File: src/rtl/ball_mover.sv
// rtl/ball_mover.sv - ball position/direction tracker with platform, wall and brick bounces
module ball_mover #(
    parameter logic [9:0] MAX_X   = 10'd159,
    parameter logic [9:0] MAX_Y   = 10'd119,
    parameter logic [9:0] PLATY   = 10'd110,
    parameter logic [9:0] PLAT_W  = 10'd20,
    parameter logic [9:0] START_Y = 10'd109
) (
    input  logic       clk,
    input  logic       resetn,
    input  logic       tick,
    input  logic       launch,
    input  logic       respawn,
    input  logic [9:0] plat_x,
    input  logic       hit_x,
    input  logic       hit_y,
    output logic [9:0] ball_x,
    output logic [9:0] ball_y,
    output logic       dir_x,
    output logic       dir_y,
    output logic [1:0] state,
    output logic       lost_pulse
);

    localparam logic [1:0]  ST_PARKED  = 2'b00;
    localparam logic [1:0]  ST_MOVING  = 2'b01;
    localparam logic [1:0]  ST_LOST    = 2'b10;
    localparam logic [9:0]  RESET_X    = 10'd80;
    localparam logic [9:0]  PLAT_ABOVE = PLATY - 10'd1;
    localparam logic [10:0] HALF_W     = {2'b00, PLAT_W[9:1]};

    logic [1:0] state_q, state_d;
    logic [9:0] ball_x_q, ball_x_d;
    logic [9:0] ball_y_q, ball_y_d;
    logic       dir_x_q, dir_x_d;
    logic       dir_y_q, dir_y_d;
    logic       lost_pulse_q, lost_pulse_d;

    // Platform span math is done in 11 bits so a platform near the top of the range never wraps.
    logic [10:0] park_sum;
    logic [10:0] plat_hi;
    logic [9:0]  park_x;
    logic        on_plat;
    logic        eff_dx;
    logic        eff_dy;

    always_ff @(posedge clk) begin
        if (!resetn) begin
            state_q      <= ST_PARKED;
            ball_x_q     <= RESET_X;
            ball_y_q     <= START_Y;
            dir_x_q      <= 1'b1;
            dir_y_q      <= 1'b0;
            lost_pulse_q <= 1'b0;
        end else begin
            state_q      <= state_d;
            ball_x_q     <= ball_x_d;
            ball_y_q     <= ball_y_d;
            dir_x_q      <= dir_x_d;
            dir_y_q      <= dir_y_d;
            lost_pulse_q <= lost_pulse_d;
        end
    end

    always_comb begin
        park_sum = {1'b0, plat_x} + HALF_W;
        plat_hi  = {1'b0, plat_x} + {1'b0, PLAT_W} - 11'd1;
        park_x   = (park_sum > {1'b0, MAX_X}) ? MAX_X : park_sum[9:0];
        on_plat  = ({1'b0, ball_x_q} >= {1'b0, plat_x}) && ({1'b0, ball_x_q} <= plat_hi);
        eff_dx   = dir_x_q ^ hit_x;
        eff_dy   = dir_y_q ^ hit_y;
    end

    // Datapath: wall/platform bounces are judged on the post-hit direction and replace it.
    always_comb begin
        ball_x_d = ball_x_q;
        ball_y_d = ball_y_q;
        dir_x_d  = dir_x_q;
        dir_y_d  = dir_y_q;
        case (state_q)
            ST_MOVING: begin
                dir_x_d = eff_dx;
                dir_y_d = eff_dy;
                if (tick) begin
                    if (eff_dx && ball_x_q == MAX_X)       dir_x_d  = 1'b0;
                    else if (!eff_dx && ball_x_q == 10'd0) dir_x_d  = 1'b1;
                    else if (eff_dx)                       ball_x_d = ball_x_q + 10'd1;
                    else                                   ball_x_d = ball_x_q - 10'd1;

                    if (!eff_dy && ball_y_q == 10'd0)                   dir_y_d  = 1'b1;
                    else if (eff_dy && ball_y_q == PLAT_ABOVE && on_plat) dir_y_d  = 1'b0;
                    else if (eff_dy)                                    ball_y_d = ball_y_q + 10'd1;
                    else                                                ball_y_d = ball_y_q - 10'd1;
                end
            end
            ST_LOST: begin
            end
            default: begin
                if (launch) begin
                    dir_x_d = 1'b1;
                    dir_y_d = 1'b0;
                end else begin
                    ball_x_d = park_x;
                    ball_y_d = START_Y;
                end
            end
        endcase
    end

    always_comb begin
        state_d = state_q;
        case (state_q)
            ST_MOVING: if (ball_y_d == MAX_Y) state_d = ST_LOST;
            ST_LOST:   if (respawn)           state_d = ST_PARKED;
            default:   state_d = launch ? ST_MOVING : ST_PARKED;
        endcase
        lost_pulse_d = (state_q == ST_MOVING) && (state_d == ST_LOST);
    end

    always_comb begin
        ball_x     = ball_x_q;
        ball_y     = ball_y_q;
        dir_x      = dir_x_q;
        dir_y      = dir_y_q;
        state      = state_q;
        lost_pulse = lost_pulse_q;
    end

endmodule

File: config.mk
export PLATFORM = sky130hd
export DESIGN_NAME = ball_mover
export DESIGN_NICKNAME = d
export VERILOG_FILES = /design/src/rtl/ball_mover.sv
export SDC_FILE = /design/constraint.sdc
export NUM_CORES = 1
export LEC_CHECK = 0
export CORE_AREA = 8 8 92 94
export CTS_BUF_LIST = sky130_fd_sc_hd__clkbuf_16
export DETAILED_ROUTE_END_ITERATION = 6
export DIE_AREA = 0 0 100 102
export HOLD_SLACK_MARGIN = 0.08
export PLACE_DENSITY = 0.73
export SLEW_MARGIN = 0
export SYNTH_ARGS = -nofsm -noshare
export SYNTH_HDL_FRONTEND = slang
export SYNTH_SLANG_ARGS = --single-unit
File: constraint.sdc
create_clock -name clk -period 6.9 [get_ports clk]
set_clock_uncertainty 0.1 [all_clocks]
set_input_delay 2.07 -clock clk [delete_from_list [all_inputs] [get_ports clk]]
set_output_delay 2.07 -clock clk [all_outputs]
set_load 0.01 [all_outputs]
==> Implementation_results.wiki <==
{| class="wikitable"
! Metric !! Value
|-
| Vias after detailed routing || 2,935
|-
| Final layout net count || 473
|-
| HPWL reported at the end of detailed placement || 6.72 mm
|-
| Ys Warns || 0
|-
| Post-route clock period utilization || 90.1%
|-
| Top_reg_cell synth || sky130_fd_sc_hd__dfxtp_1
|-
| Residual antenna-violating net count after detailed routing || 0
|-
| Transition time of the tightest slew-check pin || 0.861 ns
|-
| Async set-or-reset flop fraction in the synthesized netlist || 0%
|-
| Worst setup path category || input port to register
|-
| Max-capacitance violation count || 0
|-
| Number of enable flip-flop cells after synthesis || 0
|-
| IO Pins || 42
|-
| Vertical extent of the die || 102 um
|-
| Placement Rows || 31
|-
| Worst Path Max Fanout || 9
|-
| Total number of clock tree sinks || 25
|-
| Core Region || 0.00706 mm2
|-
| Longest Clk Path Bufs || 2
|-
| Startpoint type of the worst setup path || input port
|-
| Status || finished clean
|-
| Global route total overflow || 0
|-
| Antenna diode count || 0
|-
| Post-Route WL || 8.57 mm
|-
| Final min period || 6.22 ns
|-
| Total power of the final layout || 0.555 mW
|-
| Setup crit end kind || register
|-
| Max VDD drop || 97.0 uV
|-
| Number of hold buffers added after cts || 0
|-
| Largest net degree at the start of global routing || 24
|-
| 1st-pass router iterations || 5
|-
| Cells after synthesis || 373
|-
| Hold_ws || 0.421 ns
|-
| Leading cell types by total area after synthesis || sky130_fd_sc_hd__ha_1 (19%), sky130_fd_sc_hd__dfxtp_1 (17%), sky130_fd_sc_hd__xnor2_1 (6.7%)
|-
| Worst hold path type || register to register
|-
| Fin. Hold Viols || 0
|-
| Fraction of final layout cells with drive strength greater than 1 || 6.59%
|-
| Area of placed instances || 0.00340 mm2
|-
| Highest achievable clock rate || 0.161 GHz
|-
| Power density over the cells || 160 mW/mm2
|-
| Post-synthesis sequential area ratio || 17.3%
|-
| Number of setup violations in the final report || 0
|-
| Critical Path RT || 7.01 ns
|-
| Proportion of netlist area held by the largest area contributor || 18.6%
|-
| GRT Resource Usage Total || 16.8%
|-
| Port Buf Inserts || 41
|-
| Relative area change from synthesis to final layout || 20.2%
|-
| Setup repair after global routing missed its margin || no
|-
| CTS Root Cell || sky130_fd_sc_hd__clkbuf_16
|-
| Pleak || 1.46 nW
|-
| Worst max-slew margin expressed relative to the limit || 42.2%
|-
| Antenna violations before repair || 0
|-
| Number of buffers inserted to repair setup after CTS || 0
|-
| Netlist Area Pre-Place || 0.00289 mm2
|-
| Wire length of the first global-routing pass || 14.0 mm
|-
| Routability Congestion || 0.903
|-
| Violation count after the first detailed-routing iteration || 275
|-
| Number of levels the H-tree was split into || 1
|-
| Post-Route Setup TNS || 0 ns
|-
| Library cells used by synthesis || 60
|-
| Final count of pins violating max slew || 0
|-
| Post-synthesis net count || 435
|-
| Source-to-sink clock delay at the later pin of the worst-skew pair || 0.27 ns
|-
| Post-synthesis sequential element count || 25
|-
| Library cell with the highest instance count after synthesis || sky130_fd_sc_hd__ha_1
|-
| Number of global-route vias before repair || 2,923
|-
| Crit path arrival time || 6.33 ns
|-
| Die Footprint || 0.0102 mm2
|-
| Inserted Clock Buffers || 3
|-
| Width of the die || 100 um
|-
| Number of fill cells in the layout || 726
|-
| Design area || 0.00348 mm2
|-
| Vias per inst || 5.77
|-
| Clock input transition at the sequential cells of the worst setup and hold paths || 0.07 ns
|-
| Wire per inst || 16.8 um
|-
| TritonCTS clock tree || yes
|-
| Initial core utilization || 41.0%
|-
| Leading cell types by count after synthesis || sky130_fd_sc_hd__ha_1 (43), sky130_fd_sc_hd__nor2_1 (35), sky130_fd_sc_hd__a21oi_1 (34)
|-
| Most area-hungry cell type in the Yosys netlist || sky130_fd_sc_hd__ha_1
|-
| Number of cells upsized or downsized after cts || 0
|-
| Synthesized area per cell || 7.76 um2
|-
| Residual DRC || 0
|}
==> metal layers <==
metal	track usage, %	share of wire [%]	up-vias
met5	0	0	-
met3	2.93	5.3	6
met4	5.00	1.4	0
li1	-	-	1444
met2	27.7	46	105
met1	21.9	48	1380
==> placed cells by master (no fill, tap or decap), types with 11 or more instances in the layout <==
cell,count
sky130_fd_sc_hd__clkdlybuf4s50_1,41
sky130_fd_sc_hd__o21ai_0,16
sky130_fd_sc_hd__nand2_1,28
sky130_fd_sc_hd__xnor2_1,22
sky130_fd_sc_hd__inv_1,26
sky130_fd_sc_hd__nand4_1,11
sky130_fd_sc_hd__a21oi_1,34
sky130_fd_sc_hd__nand3_1,12
sky130_fd_sc_hd__ha_1,43
sky130_fd_sc_hd__nor2_1,35
sky130_fd_sc_hd__a21o_1,11
sky130_fd_sc_hd__dfxtp_1,25
==> power by group <==
| part | internal [mW] | switching, mW | total [mW] |
|---|---|---|---|
| clock | 0.0784 | 0.0568 | 0.135 |
| sequential | 0.153 | 0.0178 | 0.171 |
| combinational | 0.115 | 0.135 | 0.249 |
| total | 0.346 | 0.209 | 0.555 |
==> final cells by class <==
type                       instances  area [um2]  area share (%)
multi-input combinational        312        2250            64.8
sequential                        25         500            14.4
timing repair buffer              42         418            12.0
tap                               99         124            3.56
inverter                          27         101            2.91
clock buffer                       3        75.1            2.16
clock inverter                     1        5.00           0.144
==> stage by stage <==
stage | instances | util, % | worst slack [ns]
after floorplan | 373 | - | 1.48
after global placement | 505 | 48.1 | 0.613
after detailed placement | 505 | 48.1 | 0.407
after CTS | 509 | 49.3 | 0.675
after global routing | 509 | 49.3 | 0.383
final | 509 | 49.3 | 0.681
==> cell families (layout without fill, tap and decap cells) <==
logic type | after synthesis | in the layout | synth area share (%)
compound gates | 107 | 107 | 25.1
flops | 25 | 25 | 17.3
simple gates | 129 | 129 | 23.1
buf+inv | 36 | 73 | 4.76
xor+xnor | 29 | 29 | 9.04
fa+ha+maj | 45 | 45 | 20.0
mux | 2 | 2 | 0.778
==> critical path, cell delays in order <==
cell and delay, ns:
sky130_fd_sc_hd__clkdlybuf4s50_1 0.54, sky130_fd_sc_hd__inv_1 0.14, sky130_fd_sc_hd__ha_1 0.22, sky130_fd_sc_hd__a21oi_1 0.21
sky130_fd_sc_hd__nor2_1 0.06, sky130_fd_sc_hd__nor2_1 0.20, sky130_fd_sc_hd__nor3_1 0.09, sky130_fd_sc_hd__xnor2_1 0.13
sky130_fd_sc_hd__ha_1 0.31, sky130_fd_sc_hd__o21a_1 0.11, sky130_fd_sc_hd__o21ai_0 0.06, sky130_fd_sc_hd__a221oi_1 0.29
sky130_fd_sc_hd__a21boi_2 0.35, sky130_fd_sc_hd__o21ai_4 0.13, sky130_fd_sc_hd__or3_2 0.48, sky130_fd_sc_hd__a31oi_1 0.21
sky130_fd_sc_hd__nand4_1 0.14, sky130_fd_sc_hd__nor4_2 0.35, sky130_fd_sc_hd__o2111a_1 0.25
==> worst paths after layout <==
check	start	endpoint	slack, ns	cells after the start
worst min register to register	dir_y$_SDFFE_PN0P_	dir_y$_SDFFE_PN0P_	0.42	2
worst min-delay path	dir_y$_SDFFE_PN0P_	dir_y$_SDFFE_PN0P_	0.42	2
worst max register to register	dir_y$_SDFFE_PN0P_	lost_pulse$_SDFF_PN0_	3.20	13
worst max-delay path	plat_x[1]	lost_pulse$_SDFF_PN0_	0.68	19
==> registers in the layout, indices dropped and copies added, names as in the netlist <==
register / flops
lost_pulse: 1
dir_y: 1
dir_x: 1
state: 2
ball_y: 10
ball_x: 10
Power figures use the tool's default switching activity.
